## src/rtl/c3lib_ckdiv_chk_pkg.sv

```systemverilog
// Shared types and helpers for the divided-clock checker.
// Holds the checker FSM state encoding and the tolerance compare.
package c3lib_ckdiv_chk_pkg;

  typedef enum logic [2:0] {
    ST_IDLE,
    ST_SYNC,
    ST_ACQ,
    ST_LOCKED,
    ST_FAIL
  } state_t;

  // True when |meas - target| <= tol.
  function automatic logic within_tol(input int meas, input int target, input int tol);
    int diff;
    diff = meas - target;
    if (diff < 0) diff = -diff;
    return (diff <= tol);
  endfunction

endpackage

```

## src/rtl/c3lib_ckdiv_chk_edge.sv

```systemverilog
// Synchronizer for the asynchronous divided clock plus rising-edge detect.
// rise_p is high for the single cycle in which the synchronized level first reads 1.
module c3lib_ckdiv_chk_edge #(
  parameter int SYNC_STAGES = 2
) (
  input  logic clk_in,
  input  logic rst,
  input  logic div_clk_in,
  output logic sync,
  output logic rise_p
);

  logic [SYNC_STAGES-1:0] sync_reg;
  logic                   sync_d_reg;

  always_ff @(posedge clk_in) begin
    if (rst) begin
      sync_reg   <= '0;
      sync_d_reg <= 1'b0;
    end else begin
      sync_reg   <= {sync_reg[SYNC_STAGES-2:0], div_clk_in};
      sync_d_reg <= sync_reg[SYNC_STAGES-1];
    end
  end

  assign sync   = sync_reg[SYNC_STAGES-1];
  assign rise_p = sync & ~sync_d_reg;

endmodule

```

## src/rtl/c3lib_ckdiv_chk_ctn.sv

```systemverilog
// Divided-clock checker: measures period and high time of div_clk_in in clk_in
// cycles, acquires lock after LOCK_CNT good periods and flags loss of lock.
module c3lib_ckdiv_chk_ctn
  import c3lib_ckdiv_chk_pkg::*;
#(
  parameter int DIV_RATIO   = 8,
  parameter int TOL         = 0,
  parameter int LOCK_CNT    = 4,
  parameter int SYNC_STAGES = 2,
  parameter int CNT_W       = 8
) (
  input  logic             clk_in,
  input  logic             rst,
  input  logic             chk_en,
  input  logic             div_clk_in,
  input  logic             err_clr,
  output logic             lock,
  output logic             err_pulse,
  output logic             err_sticky,
  output logic [CNT_W-1:0] period_meas,
  output logic [CNT_W-1:0] high_meas
);

  localparam int GC_W = $clog2(LOCK_CNT + 1);
  localparam logic [CNT_W-1:0] CNT_MAX     = '1;
  localparam logic [CNT_W-1:0] TIMEOUT_CNT = CNT_W'(2 * DIV_RATIO);
  localparam logic [GC_W-1:0]  GC_LAST     = GC_W'(LOCK_CNT - 1);

  logic             sync;
  logic             rise_p;
  logic [CNT_W-1:0] cnt_reg;
  logic [CNT_W-1:0] hcnt_reg;
  logic [CNT_W-1:0] period_reg;
  logic [CNT_W-1:0] high_reg;
  logic [GC_W-1:0]  good_cnt_reg, good_cnt_next;
  state_t           state_reg, state_next;
  logic             err_sticky_reg;
  logic             good;
  logic             timeout;

  c3lib_ckdiv_chk_edge #(
    .SYNC_STAGES(SYNC_STAGES)
  ) u_edge (
    .clk_in    (clk_in),
    .rst       (rst),
    .div_clk_in(div_clk_in),
    .sync      (sync),
    .rise_p    (rise_p)
  );

  // Judged on the values being captured this cycle, not the previous capture.
  assign good    = within_tol(int'(cnt_reg), DIV_RATIO, TOL) &&
                   within_tol(int'(hcnt_reg), DIV_RATIO / 2, TOL);
  assign timeout = (cnt_reg == TIMEOUT_CNT) && !rise_p;

  always_ff @(posedge clk_in) begin
    if (rst) begin
      cnt_reg    <= '0;
      hcnt_reg   <= '0;
      period_reg <= '0;
      high_reg   <= '0;
    end else if (rise_p) begin
      // The rise cycle itself is the first cycle of both the new period and its high phase.
      cnt_reg  <= CNT_W'(1);
      hcnt_reg <= CNT_W'(1);
      if (state_reg != ST_IDLE) begin
        period_reg <= cnt_reg;
        high_reg   <= hcnt_reg;
      end
    end else begin
      if (cnt_reg != CNT_MAX) cnt_reg <= cnt_reg + 1'b1;
      if (sync && hcnt_reg != CNT_MAX) hcnt_reg <= hcnt_reg + 1'b1;
    end
  end

  always_ff @(posedge clk_in) begin
    if (rst) begin
      state_reg    <= ST_IDLE;
      good_cnt_reg <= '0;
    end else begin
      state_reg    <= state_next;
      good_cnt_reg <= good_cnt_next;
    end
  end

  always_comb begin
    state_next    = state_reg;
    good_cnt_next = good_cnt_reg;
    if (!chk_en) begin
      state_next = ST_IDLE;
    end else begin
      case (state_reg)
        ST_IDLE: state_next = ST_SYNC;
        ST_SYNC: begin
          if (rise_p) begin
            state_next    = ST_ACQ;
            good_cnt_next = '0;
          end
        end
        ST_ACQ: begin
          if (rise_p) begin
            if (!good) begin
              good_cnt_next = '0;
            end else if (good_cnt_reg == GC_LAST) begin
              state_next    = ST_LOCKED;
              good_cnt_next = '0;
            end else begin
              good_cnt_next = good_cnt_reg + 1'b1;
            end
          end else if (timeout) begin
            state_next = ST_SYNC;
          end
        end
        ST_LOCKED: begin
          if ((rise_p && !good) || timeout) state_next = ST_FAIL;
        end
        ST_FAIL: state_next = ST_SYNC;
        default: state_next = ST_IDLE;
      endcase
    end
  end

  // Set has priority over clear so a coincident err_clr cannot hide a fresh error.
  always_ff @(posedge clk_in) begin
    if (rst) begin
      err_sticky_reg <= 1'b0;
    end else if (err_pulse) begin
      err_sticky_reg <= 1'b1;
    end else if (err_clr) begin
      err_sticky_reg <= 1'b0;
    end
  end

  assign lock        = (state_reg == ST_LOCKED);
  assign err_pulse   = (state_reg == ST_FAIL);
  assign err_sticky  = err_sticky_reg;
  assign period_meas = period_reg;
  assign high_meas   = high_reg;

endmodule

```

## config.mk

```make
export PLATFORM = sky130hd
export DESIGN_NAME = c3lib_ckdiv_chk_ctn
export DESIGN_NICKNAME = d
export VERILOG_FILES = /design/src/rtl/c3lib_ckdiv_chk_pkg.sv /design/src/rtl/c3lib_ckdiv_chk_edge.sv /design/src/rtl/c3lib_ckdiv_chk_ctn.sv
export SDC_FILE = /design/constraint.sdc
export NUM_CORES = 1
export LEC_CHECK = 0
export CAP_MARGIN = 5
export CORE_ASPECT_RATIO = 0.8
export CORE_MARGIN = 2
export CORE_UTILIZATION = 58
export CTS_BUF_LIST = sky130_fd_sc_hd__clkbuf_4
export DETAILED_ROUTE_END_ITERATION = 6
export PLACE_DENSITY = 0.91
export SETUP_SLACK_MARGIN = 0.02
export SYNTH_ARGS = -nofsm -noshare
export SYNTH_HDL_FRONTEND = slang
export SYNTH_SLANG_ARGS = --single-unit
```

## constraint.sdc

```tcl
create_clock -name clk_in -period 2.2 [get_ports clk_in]
set_input_delay 0.22 -clock clk_in [delete_from_list [all_inputs] [get_ports clk_in]]
set_output_delay 0.22 -clock clk_in [all_outputs]
set_load 0.02 [all_outputs]
```

==> reports/summary.log <==
qor: setup_path.worst_path_max_delay_cell clkdlybuf4s50_1
qor: placement.detailedPlacementHpwl 3468 um
qor: drt.postRouteWirelength 4707 um
qor: final_layout.fillCellCount 289
qor: synthesis.syn_area 2230 um^2
qor: setup_path.worst_setup_path_start_kind flop
qor: grt.globalRouteMet2Util 33.85%
qor: setup_path.timing.critical_path.cells nand2_1 -> nor2_1 -> clkdlybuf4s50_1
qor: final_layout.layout.nets 305
qor: setup_path.cp.arrival 1.83 ns
qor: sta.rsz0062_at_grt yes
qor: final_layout.drive_above_1_share 10.31%
qor: pwr.ratio_of_total_power_to_cell_area 513.2 nW/um^2
qor: placement.place_congestion 0.9160
qor: grt.grt.met3_usage 5.952%
qor: grt.first_global_vias 1652
qor: sta.fin_tns_setup 0 ns
qor: setup_path.worstSetupEndpointType primary output
qor: grt.grt_pass1_wl 7624 um
qor: final_layout.n_antenna_cell 0
qor: synthesis.syn-instance-count 272
qor: synthesis.synth.lib_cells_used.distinct 52
qor: drt.drtPass1Iterations 7
qor: setup_path.worstReg2RegStart hcnt_reg[3]$_SDFFE_PP0P_
qor: synthesis.ys_dominant_reg_cell dfxtp_1
qor: pwr.comb_power_share 8.5%
qor: placement.io_buffers 23
qor: setup_path.worst_path_largest_cell_delay 0.64 ns
qor: synthesis.yosysWarnings 0
qor: grt.grtUsageTotal 22.94%
qor: pwr.power.internal 950.1 uW
qor: setup_path.ff2ff_path_depth 6
qor: pwr.total_switching_power 351.4 uW
qor: outcome.outcome finished, final reports clean
qor: clocking.clk-insertion-delay-late 0.37 ns
qor: pwr.peakVddDrop 0.2334 mV
qor: clocking.ctsLongestPathBuffers 2
qor: setup_path.required 1.98 ns
qor: grt.grt_antenna_before_repair 0
qor: synthesis.synth-edff-count 0
qor: sta.report.final.hold_viol_count 0
qor: sta.slew-limit-headroom 55.95%
qor: sta.fraction_of_the_cycle_the_final_worst_path_needs 93.39%
qor: sta.setup_viol 0
qor: setup_path.regToRegSetupSlack 0.15 ns
qor: min_path.hold_path_startpoint div_clk_in
qor: min_path.hp-class in -> reg
qor: pwr.p_clk_share 31.1%
qor: setup_path.critical_path_peak_fanout 10
qor: drt.drc 0
qor: final_layout.syn2layout_area_growth 13.75%
qor: drt.num_vias 1970
qor: drt.post_drt_via_cell_ratio 5.881
qor: floorplanning.row_count 20
qor: synthesis.yosysTopAreaCellShare 37.71%
qor: min_path.whs_path_depth 2
qor: clocking.clk_transition_reported_paths 0.14 ns
qor: clocking.holdBufCountCts 0
qor: synthesis.synth_top_cells_by_area dfxtp_1, nand2_1, a21oi_1
qor: clocking.cts_made_buffers 5
qor: clocking.tritoncts_clock_tree done
qor: floorplanning.floorplan.io_pins 24
qor: grt.grt.overflow.total 0
qor: synthesis.synth.ff_latch_count 42
qor: min_path.whs_endpoint u_edge.sync_reg[0]$_SDFF_PP0_
qor: grt.layer_with_the_highest_usage_after_global_routing met2
qor: synthesis.postSynthAreaPerCell 8.197 um^2
qor: sta.timing_max_transition_violations_final 0
qor: clocking.clkSinkCount 42
qor: floorplanning.die_y 59.46 um
qor: drt.ant_nets 0
qor: clocking.htree_num_levels 2
qor: synthesis.mappedNetlistNets 287
qor: sta.final.min_clock_period 2.055 ns
qor: pwr.p_leak 0.9112 nW
qor: drt.post_drt_wl_per_cell 14.05 um
qor: grt.pin_count_of_the_biggest_net_entering_global_routing 23
qor: drt.drt_iter0_markers 177
qor: synthesis.synth_async_sr_flop_share 0%
qor: synthesis.yosys.area.top_type dfxtp_1
qor: sta.max_fclk 486.7 MHz
qor: clocking.clock_tree_root_driver_cell clkbuf_4
qor: setup_path.path_buf_inv 1
qor: synthesis.seq_area_frac_synth 37.71%
qor: setup_path.timing_worst_setup_path_type reg -> out
qor: floorplanning.initial_core_utilization 59.40%
qor: pwr.switching_part_of_the_total 27.00%
qor: sta.hold_slack 0.4036 ns
qor: grt.met1_usage 32.08%
qor: pwr.seq_power_share 60.4%
qor: run.timing.max_cap.violations 0
qor: floorplanning.core_region_area 3754 um^2
qor: floorplanning.fp.dieW 73.32 um
qor: setup_path.crit_family buffers and inverters
qor: setup_path.worstReg2RegEnd good_cnt_reg[1]$_SDFFE_PP0P_
qor: floorplanning.dieArea 4359 um^2
qor: sta.skew 0.01425 ns
qor: sta.pin_slew_with_the_least_headroom_to_its_limit 0.6608 ns
## metrics by stage
step	util [%]	power, mW	instance area, um^2	instances	setup slack (ns)
after floorplan	-	0.8764	2230	272	0.2806
after global placement	65.80	0.9071	2470	327	0.3022
after detailed placement	65.80	0.9094	2470	327	0.1689
after CTS	67.47	1.307	2532	335	0.1027
after global routing	67.57	1.363	2536	335	0.001033
final	67.57	1.302	2536	335	0.1453
## layout by cell type, fill, tap and decap left out, drive strengths merged, types with 3 or more instances in the layout
| master | n |
|---|---|
| nand2 | 46 |
| dfxtp | 42 |
| a21oi | 25 |
| nor2 | 24 |
| clkdlybuf4s50 | 23 |
| inv | 15 |
| nor3 | 11 |
| ha | 10 |
| nand3 | 8 |
| o21ai | 8 |
| nand2b | 7 |
| xnor2 | 7 |
| buf | 6 |
| nor2b | 5 |
| clkbuf | 5 |
| a211oi | 4 |
| nor4 | 4 |
| a31o | 3 |
## power groups by stage
| stage | clock network (mW) | logic (mW) | registers, mW |
|---|---|---|---|
| 3_5_place_dp | 0 | 0.107 | 0.802 |
| 5_1_grt | 0.455 | 0.120 | 0.788 |
| 2_1_floorplan | 0 | 0.0792 | 0.797 |
| 3_3_place_gp | 0 | 0.105 | 0.802 |
| 4_1_cts | 0.414 | 0.108 | 0.785 |
| 6_report | 0.405 | 0.111 | 0.786 |
## Yosys cell counts (2+ instances only)
master     n
ha_1      10
o41ai_2    2
o21ai_1    2
nor3b_1    2
a211oi_1   3
a21oi_1   25
nor2_1    24
and4_1     2
o21ai_0    5
a31o_1     2
clkbuf_1  10
xnor2_1    7
and3_1     2
buf_6      2
mux2i_1    2
nand2b_1   7
a31oi_1    2
inv_1     14
nor3_1    11
dfxtp_1   42
nor4_1     2
buf_2      6
nand3b_1   2
o21bai_1   2
nor2b_1    5
nand3_1    8
nand2_1   46
## cell families (layout without fill, tap and decap cells)
logic type | count (synthesis) | in the layout | share of synthesized area, %
AO/OA/AOI/OAI | 55 | 55 | 17.90
XOR/XNOR | 8 | 8 | 3.143
adder cells (fa/ha/maj) | 10 | 10 | 5.612
buffers and inverters | 33 | 52 | 6.790
flip-flops | 42 | 42 | 37.71
multiplexers | 3 | 3 | 1.403
AND/OR/NAND/NOR | 121 | 121 | 27.44
## what timing repair did
action / 4_1_cts / 5_1_grt
setup buffers: 0 / 0
resized for setup: 0 / 2
setup endpoints to repair: 0 / 3
## layout make-up
| class | instances | area, um^2 | share of cell area (%) |
|---|---|---|---|
| repair buffers | 29 | 275.3 | 10.85 |
| clock buffers | 5 | 37.54 | 1.480 |
| inverters | 15 | 61.31 | 2.417 |
| well taps | 44 | 55.05 | 2.171 |
| flip-flops and latches | 42 | 842.1 | 33.20 |
| multi-input cells | 197 | 1240 | 48.89 |
| clock inverters | 3 | 25.02 | 0.9867 |
## per-layer routing
layer | wire length [um] | vias to the layer above
met4 | 61 | 0
met2 | 2056 | 84
met5 | 0 | -
met1 | 2225 | 911
li1 | - | 967
met3 | 363 | 8
## how the worst max path moves through the flow
| stage | depth (start not counted) | startpoint | slack, ns | endpoint |
|---|---|---|---|---|
| floorplan | 8 | hcnt_reg[2]$_SDFFE_PP0P_ | 0.28 | good_cnt_reg[2]$_SDFFE_PP0P_ |
| global placement | 7 | hcnt_reg[3]$_SDFFE_PP0P_ | 0.30 | state_reg[0]$_SDFFE_PP0P_ |
| detailed placement | 6 | cnt_reg[3]$_SDFFE_PP0P_ | 0.17 | good_cnt_reg[1]$_SDFFE_PP0P_ |
| CTS | 3 | state_reg[1]$_SDFFE_PP0P_ | 0.10 | err_pulse |
| global route | 6 | hcnt_reg[3]$_SDFFE_PP0P_ | 0.001 | good_cnt_reg[1]$_SDFFE_PP0P_ |
| finish | 3 | state_reg[1]$_SDFFE_PP0P_ | 0.15 | lock |
No activity file was read; power rests on OpenSTA's default activity.
